## config.mk

```make
export PLATFORM = sky130hd
export DESIGN_NAME = serial_subtractor_8b_flat
export DESIGN_NICKNAME = d
export VERILOG_FILES = /design/src/rtl/serial_subtractor_8b_if.sv /design/src/rtl/serial_subtractor_8b.sv /design/src/flat_wrapper.sv
export SDC_FILE = /design/constraint.sdc
export NUM_CORES = 1
export LEC_CHECK = 0
export CAP_MARGIN = 10
export CORE_AREA = 8 8 80 82
export CTS_CLUSTER_DIAMETER = 200
export DETAILED_ROUTE_END_ITERATION = 8
export DIE_AREA = 0 0 88 90
export MAX_ROUTING_LAYER = met4
export PLACE_DENSITY = 0.67
export SLEW_MARGIN = 30
export SYNTH_ARGS = -nofsm -noshare
export SYNTH_HDL_FRONTEND = slang
export SYNTH_SLANG_ARGS = --single-unit
```

## constraint.sdc

```tcl
create_clock -name clk -period 2 [get_ports clk]
set_input_delay 0.2 -clock clk [delete_from_list [all_inputs] [get_ports clk]]
set_output_delay 0.2 -clock clk [all_outputs]
set_load 0.02 [all_outputs]
```

## src/rtl/serial_subtractor_8b_if.sv

```systemverilog
// rtl/serial_subtractor_8b_if.sv - start/done handshake bundle for the bit-serial subtractor
// Optional ovf signal is present only when SERIAL_SUB_OVF_EN is defined.
interface serial_subtractor_8b_if #(
  parameter int WIDTH = 8
);
  logic             start;
  logic [WIDTH-1:0] a;
  logic [WIDTH-1:0] b;
  logic             bi;
  logic [WIDTH-1:0] d;
  logic             bo;
  logic             zero;
  logic             busy;
  logic             done;
`ifdef SERIAL_SUB_OVF_EN
  logic             ovf;
`endif

  modport master (
    output start, a, b, bi,
    input  d, bo, zero, busy, done
`ifdef SERIAL_SUB_OVF_EN
    , input ovf
`endif
  );

  modport slave (
    input  start, a, b, bi,
    output d, bo, zero, busy, done
`ifdef SERIAL_SUB_OVF_EN
    , output ovf
`endif
  );
endinterface

```

## src/rtl/serial_subtractor_8b.sv

```systemverilog
// rtl/serial_subtractor_8b.sv - bit-serial a - b - bi subtractor, LSB first, one bit per clock
// Define SERIAL_SUB_OVF_EN to add the signed-overflow output ovf.
module serial_subtractor_8b #(
  parameter int WIDTH = 8
) (
  input  logic                  clk,
  input  logic                  rst_n,
  serial_subtractor_8b_if.slave sub_if
);
  localparam int CW = $clog2(WIDTH);
  localparam logic [CW-1:0] LAST = CW'(WIDTH - 1);

  typedef enum logic [1:0] {IDLE, RUN, DONE} state_t;

  state_t           state_q, state_d;
  logic [WIDTH-1:0] a_q, b_q, d_q;
  logic [WIDTH-2:0] res_q;
  logic [CW-1:0]    cnt_q;
  logic             br_q, bo_q, zero_q;
  logic             accept, last, diff, br_d;
  logic [WIDTH-1:0] res_d;
  logic             busy, done;
`ifdef SERIAL_SUB_OVF_EN
  logic             a_msb_q, b_msb_q, ovf_q;
`endif

  assign accept = (state_q != RUN) && sub_if.start;
  assign last   = (cnt_q == LAST);
  assign diff   = a_q[0] ^ b_q[0] ^ br_q;
  assign br_d   = (~a_q[0] & b_q[0]) | (~(a_q[0] ^ b_q[0]) & br_q);
  // Difference bits enter at the MSB so the word is aligned after WIDTH shifts.
  assign res_d  = {diff, res_q};

  always_ff @(posedge clk or negedge rst_n) begin
    if (!rst_n) state_q <= IDLE;
    else        state_q <= state_d;
  end

  always_comb begin
    state_d = state_q;
    case (state_q)
      IDLE:    if (sub_if.start) state_d = RUN;
      RUN:     if (last) state_d = DONE;
      DONE:    state_d = sub_if.start ? RUN : IDLE;
      default: state_d = IDLE;
    endcase
  end

  always_comb begin
    busy = 1'b0;
    done = 1'b0;
    case (state_q)
      RUN:     busy = 1'b1;
      DONE:    done = 1'b1;
      default: ;
    endcase
  end

  always_ff @(posedge clk or negedge rst_n) begin
    if (!rst_n) begin
      a_q    <= '0;
      b_q    <= '0;
      res_q  <= '0;
      cnt_q  <= '0;
      br_q   <= 1'b0;
      d_q    <= '0;
      bo_q   <= 1'b0;
      zero_q <= 1'b0;
    end else if (accept) begin
      a_q   <= sub_if.a;
      b_q   <= sub_if.b;
      br_q  <= sub_if.bi;
      res_q <= '0;
      cnt_q <= '0;
    end else if (state_q == RUN) begin
      a_q   <= a_q >> 1;
      b_q   <= b_q >> 1;
      br_q  <= br_d;
      res_q <= res_d[WIDTH-1:1];
      cnt_q <= cnt_q + CW'(1);
      // Visible results move only on the final bit, never mid-operation.
      if (last) begin
        d_q    <= res_d;
        bo_q   <= br_d;
        zero_q <= (res_d == '0);
      end
    end
  end

`ifdef SERIAL_SUB_OVF_EN
  always_ff @(posedge clk or negedge rst_n) begin
    if (!rst_n) begin
      a_msb_q <= 1'b0;
      b_msb_q <= 1'b0;
      ovf_q   <= 1'b0;
    end else if (accept) begin
      a_msb_q <= sub_if.a[WIDTH-1];
      b_msb_q <= sub_if.b[WIDTH-1];
    end else if (state_q == RUN && last) begin
      ovf_q <= (a_msb_q ^ b_msb_q) & (a_msb_q ^ res_d[WIDTH-1]);
    end
  end

  assign sub_if.ovf = ovf_q;
`endif

  assign sub_if.d    = d_q;
  assign sub_if.bo   = bo_q;
  assign sub_if.zero = zero_q;
  assign sub_if.busy = busy;
  assign sub_if.done = done;
endmodule
```

## src/flat_wrapper.sv

```systemverilog
// flat-port wrapper written by rule: the top's interface ports become plain ports
module serial_subtractor_8b_flat 
#(
  parameter int WIDTH = 8
)
  (clk, rst_n, sub_if_start, sub_if_a, sub_if_b, sub_if_bi, sub_if_d, sub_if_bo, sub_if_zero, sub_if_busy, sub_if_done);
  serial_subtractor_8b_if #(.WIDTH(WIDTH)) sub_if_i ();
  input  logic clk;
  input  logic rst_n;
  input wire logic [$bits(sub_if_i.start)-1:0] sub_if_start;
  input wire logic [$bits(sub_if_i.a)-1:0] sub_if_a;
  input wire logic [$bits(sub_if_i.b)-1:0] sub_if_b;
  input wire logic [$bits(sub_if_i.bi)-1:0] sub_if_bi;
  output wire logic [$bits(sub_if_i.d)-1:0] sub_if_d;
  output wire logic [$bits(sub_if_i.bo)-1:0] sub_if_bo;
  output wire logic [$bits(sub_if_i.zero)-1:0] sub_if_zero;
  output wire logic [$bits(sub_if_i.busy)-1:0] sub_if_busy;
  output wire logic [$bits(sub_if_i.done)-1:0] sub_if_done;
  assign sub_if_i.start = sub_if_start;
  assign sub_if_i.a = sub_if_a;
  assign sub_if_i.b = sub_if_b;
  assign sub_if_i.bi = sub_if_bi;
  assign sub_if_d = sub_if_i.d;
  assign sub_if_bo = sub_if_i.bo;
  assign sub_if_zero = sub_if_i.zero;
  assign sub_if_busy = sub_if_i.busy;
  assign sub_if_done = sub_if_i.done;
  serial_subtractor_8b #(.WIDTH(WIDTH)) u_core (.clk(clk), .rst_n(rst_n), .sub_if(sub_if_i));
endmodule
```

==> results of run 1 <==
state kept, by name, summed over array words and instances (netlist names):
| register | flops |
|---|---|
| u_core.cnt_q | 3 |
| u_core.sub_if.bo | 1 |
| u_core.br_q | 1 |
| u_core.res_q | 7 |
| u_core.state_q | 2 |
| u_core.a_q | 8 |
| u_core.sub_if.d | 8 |
| u_core.b_q | 8 |
| u_core.sub_if.zero | 1 |
power by group:
group          total, W  internal [W]  switching, W
Combinational   0.00120      0.000594      0.000605
Sequential      0.00136       0.00113      0.000231
Clock          0.000570      0.000314      0.000256
area by class of cell:
class	count	area, µm²	area share
Sequential cell	39	976	0.443
Multi-Input combinational cell	100	672	0.305
Clock buffer	8	100	0.0454
Tap cell	72	90.1	0.0409
Inverter	5	18.8	0.00851
Timing Repair Buffer	36	348	0.158
cell families (layout without fill, tap and decap cells):
family / count (synthesis) / count (layout) / synth area share
and+or+nand+nor: 44 / 44 / 0.113
DFF: 39 / 39 / 0.553
AOI/OAI and AO/OA: 28 / 28 / 0.0816
muxes: 25 / 25 / 0.161
buffers and inverters: 14 / 49 / 0.0660
adders and majority gates: 3 / 3 / 0.0255
Yosys cell counts:
library cell / count
sky130_fd_sc_hd__buf_6: 6
sky130_fd_sc_hd__mux2_4: 6
sky130_fd_sc_hd__clkinv_1: 1
sky130_fd_sc_hd__nand3b_4: 1
sky130_fd_sc_hd__nor4_1: 2
sky130_fd_sc_hd__nor2b_1: 1
sky130_fd_sc_hd__o21ai_0: 21
sky130_fd_sc_hd__buf_8: 1
sky130_fd_sc_hd__nor2_1: 2
sky130_fd_sc_hd__nor2_2: 1
sky130_fd_sc_hd__o22ai_1: 1
sky130_fd_sc_hd__inv_1: 4
sky130_fd_sc_hd__nand2_1: 35
sky130_fd_sc_hd__a21oi_1: 1
sky130_fd_sc_hd__mux2_2: 3
sky130_fd_sc_hd__fa_1: 1
sky130_fd_sc_hd__and2b_1: 2
sky130_fd_sc_hd__ha_1: 2
sky130_fd_sc_hd__clkbuf_4: 1
sky130_fd_sc_hd__dfrtp_1: 39
sky130_fd_sc_hd__mux2i_1: 16
sky130_fd_sc_hd__o21ai_1: 4
sky130_fd_sc_hd__a211oi_1: 1
sky130_fd_sc_hd__buf_4: 1
routing by layer:
layer	vias to the layer above	wire length (µm)	track usage	part of all wire
met2	32	1390	0.124	0.43
met3	6	225	0.0373	0.069
met5	-	0	-	0
met4	0	57	0.0387	0.018
li1	581	-	-	-
met1	551	1580	0.126	0.49
layout by cell type, fill, tap and decap left out:
master,synthesis,routed
sky130_fd_sc_hd__nor2_2,1,1
sky130_fd_sc_hd__dfrtp_1,39,39
sky130_fd_sc_hd__clkdlybuf4s50_1,0,30
sky130_fd_sc_hd__o21ai_0,21,21
sky130_fd_sc_hd__nor4_1,2,2
sky130_fd_sc_hd__o22ai_1,1,1
sky130_fd_sc_hd__a211oi_1,1,1
sky130_fd_sc_hd__o21ai_1,4,4
sky130_fd_sc_hd__ha_1,2,2
sky130_fd_sc_hd__a21oi_1,1,1
sky130_fd_sc_hd__clkbuf_1,0,1
sky130_fd_sc_hd__and2b_1,2,2
sky130_fd_sc_hd__clkinv_1,1,1
sky130_fd_sc_hd__mux2i_1,16,16
sky130_fd_sc_hd__dlygate4sd3_1,0,1
sky130_fd_sc_hd__mux2_4,6,6
sky130_fd_sc_hd__nand2_1,35,35
sky130_fd_sc_hd__buf_4,1,5
sky130_fd_sc_hd__inv_1,4,4
sky130_fd_sc_hd__clkbuf_8,0,7
sky130_fd_sc_hd__mux2_2,3,3
sky130_fd_sc_hd__fa_1,1,1
sky130_fd_sc_hd__nand3b_4,1,1
sky130_fd_sc_hd__nor2_1,2,2
sky130_fd_sc_hd__nor2b_1,1,1
worst max path at each step:
stage / endpoint / from / depth (start not counted) / slack (ps)
3_5_place_dp: u_core.b_q[4] / sub_if_start / 4 / 350
2_1_floorplan: u_core.sub_if.d[2] / u_core.cnt_q[0] / 5 / 560
3_3_place_gp: u_core.res_q[3] / sub_if_start / 4 / 370
4_1_cts: sub_if_busy / u_core.state_q[1] / 2 / 110
6_report: sub_if_busy / u_core.state_q[1] / 2 / 140
5_1_grt: sub_if_busy / u_core.state_q[1] / 2 / 70
stage by stage:
stage	total power [W]	util
after floorplan	0.00226	-
after global placement	0.00256	0.400
after detailed placement	0.00260	0.400
after CTS	0.00318	0.419
after global routing	0.00340	0.421
final	0.00313	0.421
==> flow_summary_export.csv, run 1 <==
group,metric,value,unit
floorplanning,core,0.00524,mm²
floorplanning,design.die.area,0.00792,mm²
final_layout,proportion_of_layout_cells_with_a_drive_suffix_above_1,0.122,
critical_path,r2r_cells,5,
run_status,outcome,"complete, no violations",
global_routing,gr-total-overflow,0,
synth,synthDominantCellAreaShare,0.553,
flow_run,max_cap_viol_count,0,
placement,place.detailed.hpwl,2.34,mm
synth,avgSynthCellArea,11.5,µm²
critical_path,cpLargestDelayFamily,"buffers and inverters",
timing,tns,0,ps
critical_path,rr_endpoint,"u_core.sub_if.zero",
critical_path,cp.required,1800,ps
timing,finClkSkew,2.30,ps
critical_path,critical_path.max_fanout,5,
global_routing,track_usage,0.0952,
floorplanning,io_pins,32,
clocking,post-cts-setup-buffer-count,0,
critical_path,regToRegStartpoint,"u_core.b_q[0]",
critical_path,cp_cell_sequence,"and2b_1 -> clkdlybuf4s50_1",
power,total_power_density_per_cell_area,1420,mW/mm²
final_layout,fin_nets,210,
worst_hold_path,hold_path_class,"input port to asynchronous set/reset pin",
clocking,cts_made_buffers,5,
timing,slew-limit-headroom,0.677,
timing,total_of_endpoints_with_negative_setup_slack_in_the_final_report,0,
placement,placedInstanceArea,0.00209,mm²
timing,max_freq,537,MHz
drt,avgViaCountPerCell,4.50,
critical_path,critical_path_class,"register to output port",
timing,final_period_minus_worst_setup_slack,1860,ps
drt,number_of_antenna_violating_nets_in_the_routed_design,0,
critical_path,endpoint_type_of_the_worst_setup_path,"output port",
synth,synth.area.top_cells,"sky130_fd_sc_hd__dfrtp_1, sky130_fd_sc_hd__mux2i_1, sky130_fd_sc_hd__nand2_1",
critical_path,cp_slowest_cell,"sky130_fd_sc_hd__clkdlybuf4s50_1",
critical_path,worst-path-buf-inv,1,
timing,tightest_slew,485,ps
clocking,clk-insertion-delay-late,290,ps
floorplanning,die_h,90,µm
clocking,ctsLongestPathBuffers,2,
synth,yosysSeqAreaShare,0.553,
placement,post-place-ws,354,ps
critical_path,cp.arrival,1660,ps
synth,ys_seq_elements,39,
power,vdd_ir_drop_max,0.000614,V
timing,hold_slack,423,ps
critical_path,critPathLaunchType,"register",
global_routing,grt_max_degree,40,
timing,rsz_0062_raised_after_global_routing,"no",
floorplanning,fp-row-count,27,
placement,portBuffers,31,
clocking,tritoncts_clock_tree,"yes",
timing,share_of_the_cycle_needed_by_the_critical_path_after_routing,0.932,
power,power.static_leakage,1.03,nW
final_layout,antenna_cells_inserted,0,
clocking,number_of_buffers_added_to_fix_hold_violations_after_cts,0,
synth,mappedNetlistArea,0.00176,mm²
drt,drc,0,
placement,place.gp.congestion,0.707,
final_layout,nFillCells,518,
final_layout,layoutNonFillerInstCount,260,
timing,final-max-slew-violation-count,0,
global_routing,number_of_antenna_violations_at_the_first_check_in_global_routing,0,
clocking,clock_sink_count,39,
floorplanning,starting_density,0.337,
clocking,cts_max_level,2,
clocking,cts_resized,0,
final_layout,syn_to_final_growth,25.0,%
drt,route.final.wire_length,3.25,mm
timing,layout_setup_ws,137,ps
drt,detail_route.first_pass.iterations,4,
synth,postSynthCellCount,153,
clocking,cts.clk_slew.worst_paths,70,ps
drt,vias,1170,
drt,avgRoutedWirePerCell,12.5,µm
placement,placedCellCount,251,
floorplanning,floorplan.die.width,88,µm
timing,finalHoldViolations,0,
critical_path,cpPeakStageDelay,650,ps
drt,drtIter0Drc,58,
synth,synth.distinct_cells,24,
synth,synth_top_area_cell,"sky130_fd_sc_hd__dfrtp_1",
final_layout,fin_area,0.00220,mm²
global_routing,vias_in_the_first_global_route,1175,
synth,yosys_synthesis_warning_count,0,
clocking,root_buffer,"sky130_fd_sc_hd__clkbuf_8",
synth,syn_nets,176,
global_routing,grt_pass1_wl,5.75,mm
critical_path,r2r_slack,470,ps
No activity file was read; power rests on OpenSTA's default activity.
==> inputs of run 2 (changes only) <==
--- a/config.mk
+++ b/config.mk
@@ -5,6 +5,7 @@
 export SDC_FILE = /design/constraint.sdc
 export NUM_CORES = 1
 export LEC_CHECK = 0
+export ABC_CLOCK_PERIOD_IN_PS = 2000
 export CAP_MARGIN = 10
 export CORE_AREA = 8 8 80 82
 export CTS_CLUSTER_DIAMETER = 200
==> results of run 2 <==
No change in the layout: final DEF, timing and power equal those of run 1.
